`src/rtl/pe_ctrl_pkg.sv`:
```
// pe_ctrl_pkg: shared mode and FSM state types for the PE issue controller
package pe_ctrl_pkg;

    typedef enum logic [1:0] {
        MODE_FP16 = 2'b00,
        MODE_FP32 = 2'b01,
        MODE_FP64 = 2'b10,
        MODE_IDLE = 2'b11
    } mode_e;

    typedef enum logic [1:0] {
        ST_IDLE,
        ST_DRAIN,
        ST_ISSUE
    } state_e;

    function automatic logic mode_ok(input logic [1:0] m);
        return m != MODE_IDLE;
    endfunction

endpackage

```
`src/rtl/pe_inflight_tracker.sv`:
```
// pe_inflight_tracker: DEPTH-stage {valid,last} shadow of the PE pipeline
module pe_inflight_tracker #(
    parameter int DEPTH = 4
) (
    input  logic clk,
    input  logic rst,
    input  logic in_valid,
    input  logic in_last,
    output logic out_valid,
    output logic out_last,
    output logic any_valid
);

    logic [DEPTH-1:0] vld;
    logic [DEPTH-1:0] lst;

    // shift issued beats along in lockstep with the datapath; last is only kept for live beats
    always_ff @(posedge clk) begin
        if (rst) begin
            vld <= '0;
            lst <= '0;
        end else begin
            for (int i = DEPTH - 1; i > 0; i--) begin
                vld[i] <= vld[i-1];
                lst[i] <= lst[i-1];
            end
            vld[0] <= in_valid;
            lst[0] <= in_valid && in_last;
        end
    end

    assign out_valid = vld[DEPTH-1];
    assign out_last  = lst[DEPTH-1];
    assign any_valid = |vld;

endmodule

```
`src/rtl/pe_issue_ctrl.sv`:
```
// pe_issue_ctrl: job issue, precision-change drain and credit gating for the PE pipeline
module pe_issue_ctrl
    import pe_ctrl_pkg::*;
#(
    parameter int PIPE_LAT = 4,
    parameter int LEN_W    = 8,
    parameter int CREDITS  = 8
) (
    input  logic             clk,
    input  logic             rst,
    input  logic             job_valid,
    output logic             job_ready,
    input  logic [1:0]       job_mode,
    input  logic [LEN_W-1:0] job_len,
    input  logic             op_valid,
    output logic             op_ready,
    output logic [1:0]       pe_mode_sel,
    output logic             pe_issue,
    output logic             pe_last,
    output logic             res_valid,
    output logic             res_last,
    input  logic             credit_return,
    output logic             busy,
    output logic             err
);

    localparam int CREDIT_W = $clog2(CREDITS + 1);
    localparam logic [CREDIT_W-1:0] CREDIT_MAX = CREDIT_W'(CREDITS);

    state_e              state;
    state_e              state_nxt;
    logic [1:0]          mode_q;
    logic [LEN_W-1:0]    rem;
    logic [CREDIT_W-1:0] credit_cnt;
    logic                inflight;
    logic                accept;
    logic                credit_ovf;

    assign job_ready  = state == ST_IDLE;
    assign accept     = job_ready && job_valid;
    assign op_ready   = pe_issue;
    assign busy       = state != ST_IDLE || inflight;
    assign credit_ovf = credit_return && !pe_issue && credit_cnt == CREDIT_MAX;

    // next state and per-beat issue strobe; a mode change waits for an empty pipe
    always_comb begin
        state_nxt = state;
        pe_issue  = 1'b0;
        pe_last   = 1'b0;
        case (state)
            ST_IDLE: begin
                if (job_valid && mode_ok(job_mode))
                    state_nxt = (job_mode == pe_mode_sel || !inflight) ? ST_ISSUE : ST_DRAIN;
            end
            ST_DRAIN: begin
                if (!inflight)
                    state_nxt = ST_ISSUE;
            end
            ST_ISSUE: begin
                pe_issue = op_valid && credit_cnt != '0;
                pe_last  = pe_issue && rem == '0;
                if (pe_last)
                    state_nxt = ST_IDLE;
            end
            default: state_nxt = ST_IDLE;
        endcase
    end

    // state register
    always_ff @(posedge clk) begin
        if (rst)
            state <= ST_IDLE;
        else
            state <= state_nxt;
    end

    // latch the accepted job and count down its beats as they issue
    always_ff @(posedge clk) begin
        if (rst) begin
            mode_q <= MODE_IDLE;
            rem    <= '0;
        end else if (accept && mode_ok(job_mode)) begin
            mode_q <= job_mode;
            rem    <= job_len;
        end else if (pe_issue) begin
            rem <= rem - 1'b1;
        end
    end

    // mode select changes only when entering ISSUE, and holds through IDLE
    always_ff @(posedge clk) begin
        if (rst)
            pe_mode_sel <= MODE_IDLE;
        else if (state_nxt == ST_ISSUE && state != ST_ISSUE)
            pe_mode_sel <= (state == ST_IDLE) ? job_mode : mode_q;
    end

    // downstream credits: issue consumes, return refunds, saturating at full
    always_ff @(posedge clk) begin
        if (rst)
            credit_cnt <= CREDIT_MAX;
        else if (pe_issue && !credit_return)
            credit_cnt <= credit_cnt - 1'b1;
        else if (credit_return && !pe_issue && credit_cnt != CREDIT_MAX)
            credit_cnt <= credit_cnt + 1'b1;
    end

    // sticky error for reserved-mode jobs and credit overflow
    always_ff @(posedge clk) begin
        if (rst)
            err <= 1'b0;
        else if ((accept && !mode_ok(job_mode)) || credit_ovf)
            err <= 1'b1;
    end

    pe_inflight_tracker #(
        .DEPTH(PIPE_LAT)
    ) u_tracker (
        .clk      (clk),
        .rst      (rst),
        .in_valid (pe_issue),
        .in_last  (pe_last),
        .out_valid(res_valid),
        .out_last (res_last),
        .any_valid(inflight)
    );

endmodule

```
`config.mk`:
```
export PLATFORM = sky130hd
export DESIGN_NAME = pe_issue_ctrl
export DESIGN_NICKNAME = d
export VERILOG_FILES = /design/src/rtl/pe_ctrl_pkg.sv /design/src/rtl/pe_inflight_tracker.sv /design/src/rtl/pe_issue_ctrl.sv
export SDC_FILE = /design/constraint.sdc
export NUM_CORES = 1
export LEC_CHECK = 0
export BUFFER_PORTS_ARGS = -buffer_cell sky130_fd_sc_hd__buf_2
export CORE_MARGIN = 1
export CORE_UTILIZATION = 54
export CTS_CLUSTER_DIAMETER = 200
export DETAILED_ROUTE_END_ITERATION = 12
export GPL_ROUTABILITY_DRIVEN = 0
export HOLD_SLACK_MARGIN = 0.02
export PLACE_DENSITY = 0.88
export SLEW_MARGIN = 30
export SYNTH_ARGS = -nofsm -noshare
export SYNTH_HDL_FRONTEND = slang
export SYNTH_SLANG_ARGS = --single-unit
```
`constraint.sdc`:
```
create_clock -name clk -period 2.54 [get_ports clk]
set_clock_uncertainty 0.05 [all_clocks]
set_input_delay 0.381 -clock clk [delete_from_list [all_inputs] [get_ports clk]]
set_output_delay 0.381 -clock clk [all_outputs]
set_load 0.005 [all_outputs]
```
==> metrics.txt, run 1 <==
# TYPE chip_impl_metric gauge
chip_impl_info{name="outcome",value="finished clean"} 1
chip_impl_metric{name="clk_sink_count",unit=""} 27
chip_impl_metric{name="total_global_routing_overflow",unit=""} 0
chip_impl_metric{name="post_cts_hold_buffers",unit=""} 0
chip_impl_info{name="hold_path_end",value="rem[2]"} 1
chip_impl_metric{name="synthToLayoutAreaGrowth",unit="%"} 8.63
chip_impl_metric{name="slew_violations",unit=""} 0
chip_impl_metric{name="die_y",unit="um"} 52.8
chip_impl_metric{name="worst_pin_slew",unit="ns"} 0.523
chip_impl_info{name="clk_root_buffer_cell",value="sky130_fd_sc_hd__clkbuf_4"} 1
chip_impl_info{name="synth-main-ff-cell",value="sky130_fd_sc_hd__dfxtp_1"} 1
chip_impl_metric{name="clkLatencyLatePin",unit="ns"} 0.33
chip_impl_metric{name="wire_per_inst",unit="um"} 13.0
chip_impl_metric{name="combined_area_of_the_multi_input_logic_cells",unit="um^2"} 767
chip_impl_metric{name="synth.distinct_cells",unit=""} 41
chip_impl_info{name="min-delay-start",value="job_len[2]"} 1
chip_impl_metric{name="grt_use_met3",unit="%"} 3.77
chip_impl_metric{name="cts-buffers-inserted",unit=""} 3
chip_impl_metric{name="die_width",unit="um"} 52.8
chip_impl_info{name="cts_tree",value="built"} 1
chip_impl_metric{name="synth_top_area_share",unit="%"} 38.8
chip_impl_info{name="worst_setup_path_end_kind",value="output port"} 1
chip_impl_metric{name="clock.fmax",unit="MHz"} 456
chip_impl_metric{name="placeableCoreArea",unit="um^2"} 2450
chip_impl_metric{name="pre_cts_setup_slack",unit="ns"} 0.430
chip_impl_metric{name="timing.setup.tns",unit="ns"} 0
chip_impl_metric{name="critPathArrivalTime",unit="ns"} 1.76
chip_impl_metric{name="fin_hold_ws",unit="ns"} 0.270
chip_impl_metric{name="ctsHtreeMaxLevel",unit=""} 1
chip_impl_metric{name="place_area",unit="um^2"} 1480
chip_impl_metric{name="core.rowCount",unit=""} 18
chip_impl_metric{name="timing.final.crit_share",unit="%"} 86.4
chip_impl_metric{name="dpl_cells",unit=""} 197
chip_impl_metric{name="synthArstFlopShare",unit="%"} 0
chip_impl_metric{name="netlist_area",unit="um^2"} 1390
chip_impl_metric{name="synth_seq_cells",unit=""} 27
chip_impl_info{name="cp_slowest_cell",value="sky130_fd_sc_hd__nor4_1"} 1
chip_impl_metric{name="cts.repair_timing.setup_buffer_count",unit=""} 0
chip_impl_metric{name="setup_viol",unit=""} 0
chip_impl_metric{name="floorplan.io_pins",unit=""} 25
chip_impl_metric{name="whs_path_depth",unit=""} 3
chip_impl_metric{name="ff_latch_area",unit="um^2"} 541
chip_impl_info{name="gr-max-usage-layer",value="met2"} 1
chip_impl_info{name="path_cells",value="nor4_1, nand3_1, nor2_1, buf_2"} 1
chip_impl_info{name="min-delay-path-class",value="in -> reg"} 1
chip_impl_info{name="crit-reg2reg-launch",value="state[1]"} 1
chip_impl_metric{name="totalWireLength",unit="um"} 2620
chip_impl_metric{name="post_syn_nets",unit=""} 169
chip_impl_metric{name="cts.repair.resized",unit=""} 0
chip_impl_metric{name="post-route-min-period",unit="ns"} 2.19
chip_impl_metric{name="nFillCells",unit=""} 193
chip_impl_info{name="synth_commonest_cells",value="sky130_fd_sc_hd__dfxtp_1, sky130_fd_sc_hd__nor2_1, sky130_fd_sc_hd__nor2b_1"} 1
chip_impl_metric{name="ys.warnings.count",unit=""} 0
chip_impl_metric{name="vias_per_cell",unit=""} 5.75
chip_impl_metric{name="clk_path_buf_depth",unit=""} 2
chip_impl_info{name="post_synth_main_area_contributors",value="sky130_fd_sc_hd__dfxtp_1, sky130_fd_sc_hd__a211oi_1, sky130_fd_sc_hd__nor2b_1"} 1
chip_impl_metric{name="rrSetupSlack",unit="ns"} 0.41
chip_impl_metric{name="final_cell_area",unit="um^2"} 1510
chip_impl_metric{name="slowest_delay",unit="ns"} 0.52
chip_impl_metric{name="grt_util_all_layers",unit="%"} 20.5
chip_impl_metric{name="synth_area_per_cell",unit="um^2"} 9.21
chip_impl_metric{name="drtPass1Iterations",unit=""} 4
chip_impl_info{name="startpoint",value="rem[2]"} 1
chip_impl_metric{name="grt_antenna_before_repair",unit=""} 0
chip_impl_metric{name="peakVddDrop",unit="mV"} 0.529
chip_impl_metric{name="die-area",unit="um^2"} 2780
chip_impl_metric{name="layout.core_utilization",unit="%"} 61.6
chip_impl_info{name="critPathKind",value="reg -> out"} 1
chip_impl_metric{name="power_leakage",unit="nW"} 0.628
chip_impl_metric{name="synth_edf_count",unit=""} 0
chip_impl_metric{name="max_cap_viol_count",unit=""} 0
chip_impl_metric{name="clk_transition_reported_paths",unit="ns"} 0.15
chip_impl_metric{name="detailed_place_hpwl",unit="um"} 2010
chip_impl_metric{name="grt_pass1_wl",unit="um"} 4290
chip_impl_metric{name="final_net_count",unit=""} 190
chip_impl_metric{name="via_count_of_the_first_global_routing_pass",unit=""} 1026
chip_impl_metric{name="stdcell_count",unit=""} 201
chip_impl_metric{name="seq_area_frac_synth",unit="%"} 38.8
chip_impl_metric{name="grt_start_max_net_pins",unit=""} 29
chip_impl_info{name="rsz0062_at_grt",value="no"} 1
chip_impl_metric{name="fin_ws",unit="ns"} 0.346
chip_impl_info{name="yosysMostFrequentCell",value="sky130_fd_sc_hd__dfxtp_1"} 1
chip_impl_metric{name="rr_worst_depth",unit=""} 8
chip_impl_metric{name="report.power.total",unit="mW"} 0.988
chip_impl_metric{name="route.antenna.remaining_nets",unit=""} 0
chip_impl_metric{name="gr_layer_usage_met1",unit="%"} 24.7
chip_impl_metric{name="portbufs",unit=""} 24
chip_impl_metric{name="route.detailed.drc",unit=""} 0
chip_impl_metric{name="pwr_density_cell",unit="nW/um^2"} 654
chip_impl_info{name="post-synth-top-area-cell",value="sky130_fd_sc_hd__dfxtp_1"} 1
chip_impl_info{name="critical_path.startpoint_type",value="register"} 1
chip_impl_metric{name="start_util",unit="%"} 56.7
chip_impl_metric{name="route.vias.total",unit=""} 1156
chip_impl_metric{name="slew-limit-headroom",unit="%"} 64.8
chip_impl_metric{name="crit_fanout",unit=""} 5
chip_impl_metric{name="drtIter0Drc",unit=""} 15
chip_impl_info{name="reg2reg_to",value="credit_cnt[2]"} 1
chip_impl_metric{name="required_time_of_the_critical_path",unit="ns"} 2.11
chip_impl_metric{name="synthesis.instances",unit=""} 151
chip_impl_metric{name="global_routing_usage_on_met2",unit="%"} 36.5
chip_impl_metric{name="finalHoldViolCount",unit=""} 0
chip_impl_metric{name="drive_gt1_share",unit="%"} 24.6
chip_impl_metric{name="diodes",unit=""} 0
[layer usage]
layer	up-vias	wire length [um]
li1	584	-
met1	543	1130
met2	25	1380
met3	4	94
met4	0	22
met5	-	0
[report_power, final]
group          switching, mW  internal, mW  total (mW)
combinational          0.155         0.126       0.281
sequential            0.0560         0.467       0.523
clock                  0.125        0.0591       0.184
total                  0.336         0.653       0.988
[how the worst max path moves through the flow]
stage / end / slack (ns)
floorplan: credit_cnt[2] / 0.73
global placement: credit_cnt[2] / 0.59
detailed placement: credit_cnt[2] / 0.43
CTS: pe_last / 0.39
global route: credit_cnt[2] / 0.18
finish: pe_last / 0.35
[cell usage in the layout (no fill, tap or decap), types with 2 or more instances in the layout]
cell type	instances
sky130_fd_sc_hd__a211oi_1	9
sky130_fd_sc_hd__a21oi_1	4
sky130_fd_sc_hd__a221oi_2	2
sky130_fd_sc_hd__a31oi_1	2
sky130_fd_sc_hd__buf_2	24
sky130_fd_sc_hd__clkbuf_4	3
sky130_fd_sc_hd__dfxtp_1	27
sky130_fd_sc_hd__ha_1	3
sky130_fd_sc_hd__inv_1	4
sky130_fd_sc_hd__mux2i_1	6
sky130_fd_sc_hd__nand2_1	9
sky130_fd_sc_hd__nand2_4	2
sky130_fd_sc_hd__nand3_1	4
sky130_fd_sc_hd__nand4_1	7
sky130_fd_sc_hd__nor2_1	16
sky130_fd_sc_hd__nor2b_1	10
sky130_fd_sc_hd__nor3_1	6
sky130_fd_sc_hd__nor4_1	3
sky130_fd_sc_hd__xnor2_1	3
sky130_fd_sc_hd__xor2_1	7
[flip-flops by register name, indices dropped and copies added (netlist names)]
name / count
credit_cnt: 4
u_tracker.vld: 4
err: 1
mode_q: 2
rem: 8
pe_mode_sel: 2
state: 2
u_tracker.lst: 4
[cell type report]
class                   count  area share (%)
inverters                   5            1.24
clock inverters             1           0.331
repair buffers             24            7.95
well taps                  30            2.48
flip-flops and latches     27            35.8
clock buffers               3            1.49
multi-input cells         111            50.7
[kinds of logic after synthesis]
logic type / count (synthesis) / share of synthesized area (%)
compound gates: 24 / 13.5
xor+xnor: 10 / 6.30
fa+ha+maj: 3 / 2.70
buf+inv: 13 / 6.02
flops: 27 / 38.8
mux: 7 / 5.13
simple gates: 67 / 27.5
[critical path, delay by kind of cell, from the launching register on]
kind	cells	cell delay, ns
and+or+nand+nor	3	0.93
DFF	1	0.38
buffers and inverters	1	0.13
No activity file was read; power rests on OpenSTA's default activity.
==> run 2: changes to the inputs <==
GPL_TIMING_DRIVEN = 0   (was not set)
==> metrics.txt, run 2 (same netlist as run 1, synthesis figures left out) <==
# TYPE chip_impl_metric gauge
chip_impl_metric{name="cts.repair.resized",unit=""} 0
chip_impl_metric{name="whs_path_depth",unit=""} 2
chip_impl_metric{name="cts.repair_timing.setup_buffer_count",unit=""} 0
chip_impl_metric{name="die_y",unit="um"} 52.8
chip_impl_metric{name="drtPass1Iterations",unit=""} 6
chip_impl_metric{name="portbufs",unit=""} 23
chip_impl_metric{name="grt_util_all_layers",unit="%"} 23.4
chip_impl_metric{name="totalWireLength",unit="um"} 2920
chip_impl_metric{name="timing.final.crit_share",unit="%"} 90.0
chip_impl_info{name="crit_path_max_delay_family",value="buffers and inverters"} 1
chip_impl_metric{name="core.rowCount",unit=""} 18
chip_impl_info{name="cp_slowest_cell",value="sky130_fd_sc_hd__or4_4"} 1
chip_impl_metric{name="post_cts_hold_buffers",unit=""} 0
chip_impl_metric{name="timing.setup.tns",unit="ns"} 0
chip_impl_metric{name="worstPathBufferInverterCount",unit=""} 5
chip_impl_metric{name="slew_violations",unit=""} 0
chip_impl_info{name="outcome",value="finished clean"} 1
chip_impl_metric{name="clk_path_buf_depth",unit=""} 2
chip_impl_metric{name="grt_start_max_net_pins",unit=""} 15
chip_impl_metric{name="slew-limit-headroom",unit="%"} 59.4
chip_impl_metric{name="finalHoldViolCount",unit=""} 0
chip_impl_info{name="critical_path.startpoint_type",value="register"} 1
chip_impl_metric{name="final_net_count",unit=""} 197
chip_impl_info{name="cts_tree",value="built"} 1
chip_impl_metric{name="critPathArrivalTime",unit="ns"} 1.86
chip_impl_metric{name="rrSetupSlack",unit="ns"} 0.43
chip_impl_metric{name="route.vias.total",unit=""} 1208
chip_impl_info{name="crit-reg2reg-launch",value="state[1]"} 1
chip_impl_metric{name="via_count_of_the_first_global_routing_pass",unit=""} 1108
chip_impl_metric{name="floorplan.io_pins",unit=""} 25
chip_impl_info{name="critPathKind",value="reg -> out"} 1
chip_impl_info{name="path_cells",value="buf_6, or4_4, buf_6, nand2_4, inv_2, buf_4, buf_2"} 1
chip_impl_metric{name="drtIter0Drc",unit=""} 10
chip_impl_metric{name="die_width",unit="um"} 52.8
chip_impl_metric{name="peakVddDrop",unit="mV"} 0.391
chip_impl_metric{name="grt_pass1_wl",unit="um"} 4780
chip_impl_info{name="clk_root_buffer_cell",value="sky130_fd_sc_hd__clkbuf_4"} 1
chip_impl_metric{name="detailed_place_hpwl",unit="um"} 2160
chip_impl_metric{name="clk_sink_count",unit=""} 27
chip_impl_metric{name="pwr_density_cell",unit="nW/um^2"} 650
chip_impl_metric{name="clk_transition_reported_paths",unit="ns"} 0.15
chip_impl_metric{name="route.antenna.remaining_nets",unit=""} 0
chip_impl_metric{name="worst_pin_slew",unit="ns"} 0.604
chip_impl_metric{name="setup_viol",unit=""} 0
chip_impl_metric{name="clkLatencyLatePin",unit="ns"} 0.33
chip_impl_metric{name="ctsHtreeMaxLevel",unit=""} 1
chip_impl_metric{name="nFillCells",unit=""} 215
chip_impl_metric{name="diodes",unit=""} 0
chip_impl_metric{name="final_cell_area",unit="um^2"} 1570
chip_impl_metric{name="placeableCoreArea",unit="um^2"} 2450
chip_impl_metric{name="route.detailed.drc",unit=""} 0
chip_impl_metric{name="largest_reg_flops",unit=""} 8
chip_impl_info{name="reg2reg_to",value="credit_cnt[2]"} 1
chip_impl_metric{name="start_util",unit="%"} 56.7
chip_impl_metric{name="grt_antenna_before_repair",unit=""} 0
chip_impl_metric{name="drive_gt1_share",unit="%"} 26.4
chip_impl_metric{name="place_area",unit="um^2"} 1540
chip_impl_metric{name="cts-buffers-inserted",unit=""} 3
chip_impl_info{name="min-delay-start",value="rst"} 1
chip_impl_metric{name="vias_per_cell",unit=""} 5.81
chip_impl_metric{name="required_time_of_the_critical_path",unit="ns"} 2.11
chip_impl_metric{name="die-area",unit="um^2"} 2780
chip_impl_metric{name="fin_ws",unit="ns"} 0.254
chip_impl_metric{name="post-route-min-period",unit="ns"} 2.29
chip_impl_metric{name="pre_cts_setup_slack",unit="ns"} 0.411
chip_impl_metric{name="synthToLayoutAreaGrowth",unit="%"} 12.9
chip_impl_metric{name="combined_area_of_the_multi_input_logic_cells",unit="um^2"} 767
chip_impl_info{name="rsz0062_at_grt",value="no"} 1
chip_impl_metric{name="clock.fmax",unit="MHz"} 437
chip_impl_metric{name="power_leakage",unit="nW"} 0.660
chip_impl_info{name="commonest_cells_after_routing_fill_and_taps_aside",value="sky130_fd_sc_hd__dfxtp_1, sky130_fd_sc_hd__buf_2, sky130_fd_sc_hd__nor2_1"} 1
chip_impl_metric{name="slowest_delay",unit="ns"} 0.50
chip_impl_info{name="max_flop_register",value="rem"} 1
chip_impl_metric{name="max_cap_viol_count",unit=""} 0
chip_impl_metric{name="ff_latch_area",unit="um^2"} 541
chip_impl_info{name="min-delay-path-class",value="in -> reg"} 1
chip_impl_metric{name="fin_hold_ws",unit="ns"} 0.196
chip_impl_info{name="final_common_cell",value="sky130_fd_sc_hd__dfxtp_1"} 1
chip_impl_metric{name="rr_worst_depth",unit=""} 8
chip_impl_info{name="worst_setup_path_end_kind",value="output port"} 1
chip_impl_metric{name="layout.core_utilization",unit="%"} 64.0
chip_impl_metric{name="crit_fanout",unit=""} 10
chip_impl_info{name="hold_path_end",value="u_tracker.lst[1]"} 1
chip_impl_info{name="path_common_cell",value="sky130_fd_sc_hd__buf_6"} 1
chip_impl_metric{name="total_global_routing_overflow",unit=""} 0
chip_impl_metric{name="wire_per_inst",unit="um"} 14.0
## run 2: worst max-delay path by stage
stage / from / endpoint / slack (ns) / cells past startpoint
after floorplan: state[1] / credit_cnt[2] / 0.73 / 8
after global placement: op_valid / credit_cnt[2] / 0.57 / 9
after detailed placement: op_valid / credit_cnt[2] / 0.41 / 9
after CTS: credit_cnt[1] / pe_issue / 0.25 / 7
after global routing: credit_cnt[1] / pe_issue / 0.19 / 7
final: credit_cnt[1] / pe_issue / 0.25 / 7
## run 2: power by group
group / internal, mW / switching, mW / leakage, nW
clock: 0.0615 / 0.125 / 0.0150
combinational: 0.146 / 0.168 / 0.424
sequential: 0.467 / 0.0525 / 0.221
total: 0.675 / 0.346 / 0.660
## run 2: through the flow
step	std cells	power, mW
finish	208	1.02
global route	208	1.08
CTS	208	1.02
detailed placement	204	0.841
global placement	204	0.820
floorplan	151	0.756
## run 2: layout make-up
class | instances | area share (%)
Sequential cell | 27 | 34.4
Buffer | 8 | 4.14
Timing Repair Buffer | 23 | 7.33
Multi-Input combinational cell | 111 | 48.8
Clock buffer | 4 | 1.67
Inverter | 5 | 1.20
Tap cell | 30 | 2.39
## run 2: worst reg2reg max path, cell delays in order (launching register included)
cell and delay [ns]:
sky130_fd_sc_hd__dfxtp_1 0.50, sky130_fd_sc_hd__nand3b_1 0.21, sky130_fd_sc_hd__nor3_1 0.36, sky130_fd_sc_hd__xor2_1 0.13, sky130_fd_sc_hd__ha_1 0.22, sky130_fd_sc_hd__nor3_1 0.14
sky130_fd_sc_hd__nand3_1 0.12, sky130_fd_sc_hd__o2111ai_1 0.12, sky130_fd_sc_hd__o311ai_0 0.15
## run 2: per-layer routing
metal / track usage (%) / up-vias / routed length [um]
met5: 0 / - / 0
met2: 41.4 / 27 / 1520
met1: 28.1 / 574 / 1250
li1: - / 601 / -
met3: 3.19 / 6 / 123
met4: 9.65 / 0 / 30
